File: config.mk
export PLATFORM = sky130hd
export DESIGN_NAME = fifo_sync_flags
export DESIGN_NICKNAME = d
export VERILOG_FILES = /design/src/rtl/fifo_sync_flags.sv
export SDC_FILE = /design/constraint.sdc
export NUM_CORES = 1
export LEC_CHECK = 0
export ABC_CLOCK_PERIOD_IN_PS = 2350
export BUFFER_PORTS_ARGS = -buffer_cell sky130_fd_sc_hd__buf_2
export CAP_MARGIN = 20
export CORE_MARGIN = 3
export CORE_UTILIZATION = 45
export DETAILED_ROUTE_END_ITERATION = 12
export SETUP_SLACK_MARGIN = 0.05
export SLEW_MARGIN = 20
export SYNTH_ARGS = -nofsm -noshare
export SYNTH_HDL_FRONTEND = slang
export SYNTH_SLANG_ARGS = --single-unit
export TNS_END_PERCENT = 50
File: constraint.sdc
create_clock -name clk -period 2.35 [get_ports clk]
set_input_delay 0.47 -clock clk [delete_from_list [all_inputs] [get_ports clk]]
set_output_delay 0.47 -clock clk [all_outputs]
set_load 0.03 [all_outputs]
File: src/rtl/fifo_sync_flags.sv
// Single-clock FIFO of arbitrary depth with fill count, threshold flags and sticky error flags.
// Define FIFO_FWFT_EN for first-word-fall-through reads; leave it undefined for registered reads.
module fifo_sync_flags #(
  parameter int unsigned WIDTH     = 8,
  parameter int unsigned DEPTH     = 16,
  parameter int unsigned AF_THRESH = DEPTH - 2,
  parameter int unsigned AE_THRESH = 2
) (
  input  logic                       clk,
  input  logic                       rstn,
  input  logic                       wr_en,
  input  logic [WIDTH-1:0]           data_in,
  input  logic                       rd_en,
  output logic [WIDTH-1:0]           data_out,
  output logic                       rd_valid,
  output logic                       full,
  output logic                       empty,
  output logic                       almost_full,
  output logic                       almost_empty,
  output logic [$clog2(DEPTH+1)-1:0] count,
  output logic                       overflow,
  output logic                       underflow,
  input  logic                       clr_err
);

  localparam int unsigned CW = $clog2(DEPTH + 1);
  localparam int unsigned PW = $clog2(DEPTH);
  localparam logic [PW-1:0] PTR_LAST = PW'(DEPTH - 1);

  logic [WIDTH-1:0] mem_q [DEPTH];
  logic [PW-1:0]    wr_ptr_q, wr_ptr_d;
  logic [PW-1:0]    rd_ptr_q, rd_ptr_d;
  logic [CW-1:0]    count_q, count_d;
  logic             overflow_q, overflow_d;
  logic             underflow_q, underflow_d;
  logic             wr_acc, rd_acc;

  assign full         = (count_q == CW'(DEPTH));
  assign empty        = (count_q == '0);
  assign almost_full  = (32'(count_q) >= AF_THRESH);
  assign almost_empty = (32'(count_q) <= AE_THRESH);
  assign count        = count_q;
  assign overflow     = overflow_q;
  assign underflow    = underflow_q;

  always_comb begin
    wr_acc   = wr_en && !full;
    rd_acc   = rd_en && !empty;
    wr_ptr_d = wr_ptr_q;
    rd_ptr_d = rd_ptr_q;
    count_d  = count_q;
    // Explicit wrap keeps non-power-of-two depths correct.
    if (wr_acc) wr_ptr_d = (wr_ptr_q == PTR_LAST) ? '0 : wr_ptr_q + PW'(1);
    if (rd_acc) rd_ptr_d = (rd_ptr_q == PTR_LAST) ? '0 : rd_ptr_q + PW'(1);
    if (wr_acc && !rd_acc)      count_d = count_q + CW'(1);
    else if (!wr_acc && rd_acc) count_d = count_q - CW'(1);
    // A fresh error outranks a simultaneous clear.
    overflow_d  = (overflow_q && !clr_err) || (wr_en && full);
    underflow_d = (underflow_q && !clr_err) || (rd_en && empty);
  end

  always_ff @(posedge clk) begin
    if (!rstn) begin
      wr_ptr_q    <= '0;
      rd_ptr_q    <= '0;
      count_q     <= '0;
      overflow_q  <= 1'b0;
      underflow_q <= 1'b0;
    end else begin
      wr_ptr_q    <= wr_ptr_d;
      rd_ptr_q    <= rd_ptr_d;
      count_q     <= count_d;
      overflow_q  <= overflow_d;
      underflow_q <= underflow_d;
    end
  end

  always_ff @(posedge clk) begin
    if (rstn && wr_acc) mem_q[wr_ptr_q] <= data_in;
  end

`ifdef FIFO_FWFT_EN
  assign data_out = mem_q[rd_ptr_q];
  assign rd_valid = !empty;
`else
  logic [WIDTH-1:0] data_out_q, data_out_d;
  logic             rd_valid_q, rd_valid_d;

  always_comb begin
    data_out_d = data_out_q;
    rd_valid_d = rd_acc;
    if (rd_acc) data_out_d = mem_q[rd_ptr_q];
  end

  always_ff @(posedge clk) begin
    if (!rstn) begin
      data_out_q <= '0;
      rd_valid_q <= 1'b0;
    end else begin
      data_out_q <= data_out_d;
      rd_valid_q <= rd_valid_d;
    end
  end

  assign data_out = data_out_q;
  assign rd_valid = rd_valid_q;
`endif

endmodule

==> metrics.yaml, run 1 <==
grt_pass1_wl_mm: 19.29
rows: 42
ir_drop_v: 0.0006432
wl_mm: 12.43
cp_cell_sequence: "buf_4, or4_4, nor2_2, buf_4"
routed-via-count: 3353
synth-main-ff-cell: "edfxtp_1"
synth_area_um2: 6221
finalCritPeriodShare_pct: 96.61
pwr-share-clk_pct: 33.9
place_ws_ns: -0.03132
internal_power_mw: 5.644
grt_max_degree: 26
wl_per_cell_um: 20.02
vias_per_cell: 5.399
final.setup.worst_slack_ns: 0.07975
synth_top_family_by_area: "multiplexers"
die_y_um: 123.6
tightest_slew_ns: 0.6014
yosysSeqAreaShare_pct: 69.51
synth-edff-count: 128
timing.fmax_mhz: 440.5
synth_top_area_share_pct: 61.79
final_antenna_net_count: 0
drv_slew: 0
leakagePower_nw: 2.528
antenna_found_initial: 0
dieArea_um2: 15270
clock_path_buffers: 2
die_width_um: 123.6
grt_pass1_vias: 3371
p_per_area_nw_per_um2: 1078
switching_share_pct: 28.90
dpl_cell_area_um2: 6711
drive_gt1_share_pct: 31.24
ys_seq_elements: 152
cp_common_cell: "buf_4"
max-cap-violations: 0
synth_compound_area_share_pct: 5.571
clkLatencyLatePin_ns: 0.42
worst_path_largest_cell_delay_ns: 0.58
critPathKind: "reg -> out"
diodes: 0
yosysTopAreaCell: "edfxtp_1"
hold_viol: 0
synth.avg_cell_area_um2: 17.00
yosys-top-cells-area: "edfxtp_1, mux4_2, dfxtp_1"
globalRouteTotalUtil_pct: 17.79
combinationalPowerShare_pct: 26.1
path_clk_slew_ns: 0.06
initial_core_util_pct: 46.42
synth_cell_types: 43
startpoint_type: "flop"
fin_util_pct: 54.97
holdWs_ns: 0.3700
endpoint_kind: "output pin"
setup_violations: 0
cts_tree: "done"
crit_arrival_ns: 1.80
post-route-drc-count: 0
port_buffers: 32
worstHoldPathType: "in -> reg"
slew_headroom_pct: 59.85
core_area_um2: 13400
area_delta_synth_final_pct: 18.40
dp_hpwl_mm: 8.321
synth_common_cells: "edfxtp_1, mux2i_1, dfxtp_1"
cp_max_fo: 6
slowest_stage: "or4_4"
p_seq_share_pct: 40.0
fin_worst_skew_ns: 0.004792
design_power_total_mw: 7.939
synth_nets: 389
async_flop_share_pct: 0
yosys.area_share.simple_pct: 5.511
overflow: 0
rsz0062_at_grt: "yes"
syn_inst: 366
required_ns: 1.88
gp_congestion: 0.8079
first_pass_iters: 4
ys_warn_count: 0
clock-root-buffer: "clkbuf_16"
numCtsBuffers: 17
synthAdderAreaFrac_pct: 2.132
synth.most_common_cell: "edfxtp_1"
muxShareOfSynthArea_pct: 13.42
switching_power_mw: 2.295
cts_max_level: 4
cts.sinks: 152
initialDrtViolationCount: 319
fin_nets: 455
fin_crit_ns: 2.270
nFillCells: 1061
io_pins: 33
synth_xor_xnor_area_share_pct: 0.7039
outcome: "complete, no violations"
finish.instance_area_um2: 7366
[stage by stage]
stage | std cells | TNS (ns)
final | 621 | 0
after global routing | 621 | -0.003200
after CTS | 620 | 0
after detailed placement | 588 | -0.03132
after global placement | 588 | -0.005883
after floorplan | 366 | -0.3673
[area by class of cell]
| type | instances | area [um2] | area share (%) |
|---|---|---|---|
| inverter | 6 | 25.02 | 0.3397 |
| sequential | 152 | 4329 | 58.77 |
| timing repair buffer | 67 | 452.9 | 6.149 |
| clock inverter | 13 | 152.6 | 2.072 |
| multi-input combinational | 188 | 1753 | 23.80 |
| tap | 176 | 220.2 | 2.990 |
| clock buffer | 19 | 432.9 | 5.877 |
[what timing repair did]
item	CTS	global route
gates resized for setup	3	15
endpoints found under the hold margin	0	0
buffers inserted	0	1
hold buffers	0	0
pin swaps	0	5
setup endpoints to repair	4	4
[state kept, by name (all words and copies together) (netlist names)]
name,flops
wr_ptr_q,4
data_out,8
count,5
mem_q,128
rd_ptr_q,4
underflow,1
overflow,1
rd_valid,1
[final timing paths]
| check | startpoint | slack [ns] | end | cells past startpoint |
|---|---|---|---|---|
| worst min-delay path | wr_en | 0.37 | overflow$_SDFF_PN0_ | 3 |
| worst max register to register | count[1]$_SDFFE_PN0P_ | 0.15 | count[4]$_SDFFE_PN0P_ | 10 |
| worst max-delay path | count[0]$_SDFFE_PN0P_ | 0.08 | empty | 4 |
| worst min register to register | rd_ptr_q[1]$_SDFFE_PN0P_ | 0.53 | rd_ptr_q[1]$_SDFFE_PN0P_ | 2 |
[critical path: cells and delay by family (launching register included)]
kind                   cells  cell delay (ns)
buffers and inverters      2             0.34
flip-flops                 1             0.33
AND/OR/NAND/NOR            2             0.71
[power by group through the flow]
stage / combinational (mW) / clock, mW / sequential, mW
floorplan: 1.14 / 0 / 3.44
global placement: 1.89 / 0 / 3.21
detailed placement: 1.93 / 0 / 3.22
CTS: 1.97 / 2.75 / 3.17
global route: 2.27 / 2.88 / 3.19
finish: 2.07 / 2.69 / 3.18
[kinds of logic after synthesis]
family	Yosys count
compound gates	54
xor+xnor	5
buf+inv	26
simple gates	66
mux	53
flops	152
fa+ha+maj	10
[layer usage]
| layer | GRT usage (%) | share of wire [%] | vias to the layer above |
|---|---|---|---|
| li1 | - | - | 1565 |
| met1 | 24.70 | 45 | 1676 |
| met2 | 26.98 | 47 | 93 |
| met3 | 5.359 | 5.6 | 19 |
| met4 | 6.090 | 2.2 | 0 |
| met5 | 0 | 0 | - |
[cells in the final DEF (no fill, tap or decap), types with 6 or more instances in the layout]
cell	count
edfxtp_1	128
buf_4	35
buf_2	30
mux2i_1	29
mux4_2	23
dfxtp_1	20
clkbuf_16	17
nor2_1	16
nand2_1	11
a21oi_1	10
o21ai_0	10
a31oi_1	9
o22ai_1	8
or2_1	7
ha_1	7
nand3_1	6
and2_1	6
Note: power is estimated with default switching activity, not from simulation.
==> run 2, diff against run 1 <==
- CORE_MARGIN: 3 -> 4
==> metrics.yaml, run 2 (synthesized netlist as in run 1, its figures left out) <==
outcome: "complete, no violations"
leakagePower_nw: 2.608  # +3.1%
antenna_found_initial: 0  # unchanged
startpoint_type: "flop"
core_area_um2: 13400  # unchanged
vias_per_cell: 5.351  # -0.90%
grt_pass1_wl_mm: 20.09  # +4.1%
gp_congestion: 0.7871  # -2.6%
fin_nets: 471  # +3.5%
wl_met1_mm: 5.600  # about the same
required_ns: 1.88  # about the same
port_buffers: 32  # unchanged
p_per_area_nw_per_um2: 1094  # +1.5%
drv_slew: 0  # unchanged
path_clk_slew_ns: 0.06  # about the same
dieArea_um2: 15770  # +3.3%
initialDrtViolationCount: 287  # -10%
critPathKind: "reg -> out"
rsz0062_at_grt: "yes"
cts_tree: "done"
largest_reg_flops: 128  # unchanged
cts_max_level: 4  # unchanged
endpoint_kind: "output pin"
wl_per_cell_um: 20.24  # +1.1%
finalCritPeriodShare_pct: 96.65  # about the same
maxUsedRoutingLayer: "met4"
startpoint: "count[0]$_SDFFE_PN0P_"
area_delta_synth_final_pct: 20.64
initial_core_util_pct: 46.42  # unchanged
final_cell_mix: "edfxtp_1, buf_4, buf_2"
fin_worst_skew_ns: 0.006797  # +0.002005 ns
final_common_cell: "edfxtp_1"
drive_gt1_share_pct: 33.48  # +2.2 points
hold_viol: 0  # unchanged
fin_crit_ns: 2.271  # +0.0009587 ns
cts.sinks: 152  # unchanged
fin_cells: 636  # +2.4%
first_pass_iters: 4  # unchanged
overflow: 0  # unchanged
cp_max_fo: 6  # unchanged
max-cap-violations: 0  # unchanged
grt_max_degree: 26  # unchanged
slew_headroom_pct: 45.68  # -14 points
clock-root-buffer: "clkbuf_16"
routed-via-count: 3403  # +1.5%
post-route-drc-count: 0  # unchanged
dp_hpwl_mm: 8.223  # -1.2%
io_pins: 33  # unchanged
setup_violations: 0  # unchanged
wl_met2_mm: 6.438  # +9.8%
clock_path_buffers: 2  # unchanged
diodes: 0  # unchanged
worstHoldPathType: "in -> reg"
nFillCells: 1073  # +1.1%
clkLatencyLatePin_ns: 0.41  # about the same
timing.fmax_mhz: 440.3  # about the same
fin_util_pct: 56.00  # +1.0 points
regMostFlops: "mem_q"
tightest_slew_ns: 0.8136  # +0.2122 ns
wl_mm: 12.87  # +3.5%
holdWs_ns: 0.3640  # -0.005979 ns
ir_drop_v: 0.0004921  # -23%
die_y_um: 125.6  # +1.6%
design_power_total_mw: 8.213  # +3.4%
globalRouteTotalUtil_pct: 17.17  # -0.62 points
rows: 42  # unchanged
final_antenna_net_count: 0  # unchanged
worstHoldStart: "wr_en"
r2r-start: "count[0]$_SDFFE_PN0P_"
crit_arrival_ns: 1.80  # about the same
grt_pass1_vias: 3484  # +3.4%
dp_cells: 590  # +0.34%
numCtsBuffers: 17  # unchanged
wl_met3_um: 665  # -3.6%
die_width_um: 125.6  # +1.6%
==> run 2: cell types whose count changed in the layout (fill, tap and decap cells not counted), moves of 2 or more <==
| cell | previous run | this run |
|---|---|---|
| clkinv_4 | 3 | 1 |
| buf_4 | 35 | 51 |
| o21ai_0 | 10 | 6 |
| o21ai_1 | 1 | 5 |
==> run 2: final timing paths <==
path / to / slack (ns) / cells after the start
hold / removal: overflow$_SDFF_PN0_ / 0.36 / 3
setup / recovery: empty / 0.08 / 4
hold reg to reg: count[4]$_SDFFE_PN0P_ / 0.50 / 2
setup reg to reg: count[4]$_SDFFE_PN0P_ / 0.17 / 10
==> run 2: power by group <==
group	internal (mW)	leakage, nW	switching, mW
logic	1.07	0.966	1.20
clock network	1.75	0.290	0.982
registers	3.08	1.35	0.127
total	5.90	2.61	2.31
==> run 2: final cells by class <==
class / instances / area [um2] / share of cell area (%)
flip-flops and latches: 152 / 4329 / 57.69
clock buffers: 20 / 436.7 / 5.819
well taps: 176 / 220.2 / 2.934
repair buffers: 83 / 573.1 / 7.636
inverters: 6 / 25.02 / 0.3334
clock inverters: 11 / 155.1 / 2.067
multi-input cells: 188 / 1765 / 23.52
==> run 2: worst max-delay path, cell delays in order (launching register included) <==
cell and delay [ns]:
dfxtp_2 0.33, buf_4 0.16, or4_4 0.59, nor2_2 0.13, buf_4 0.17
==> run 2: routing by layer <==
layer	up-vias	GRT usage, %
met3	15	5.288
met2	81	28.07
met4	0	5.230
met1	1706	22.20
li1	1601	-
met5	-	0
==> run 2: timing repair <==
action | CTS | global route
pin swaps | 2 | 5
resized for setup | 7 | 17
endpoints found under the setup margin | 4 | 15
hold buffers | 0 | 0
buffers inserted | 16 | 0
==> run 2: through the flow <==
step,instance area (um2),setup WS [ns],TNS (ns)
finish,7505,0.07879,0
global route,7505,0.01396,0
detailed placement,6726,-0.09251,-0.09251
global placement,6726,-0.02256,-0.02256
floorplan,6223,-0.1862,-0.3673
CTS,7461,0.04185,0
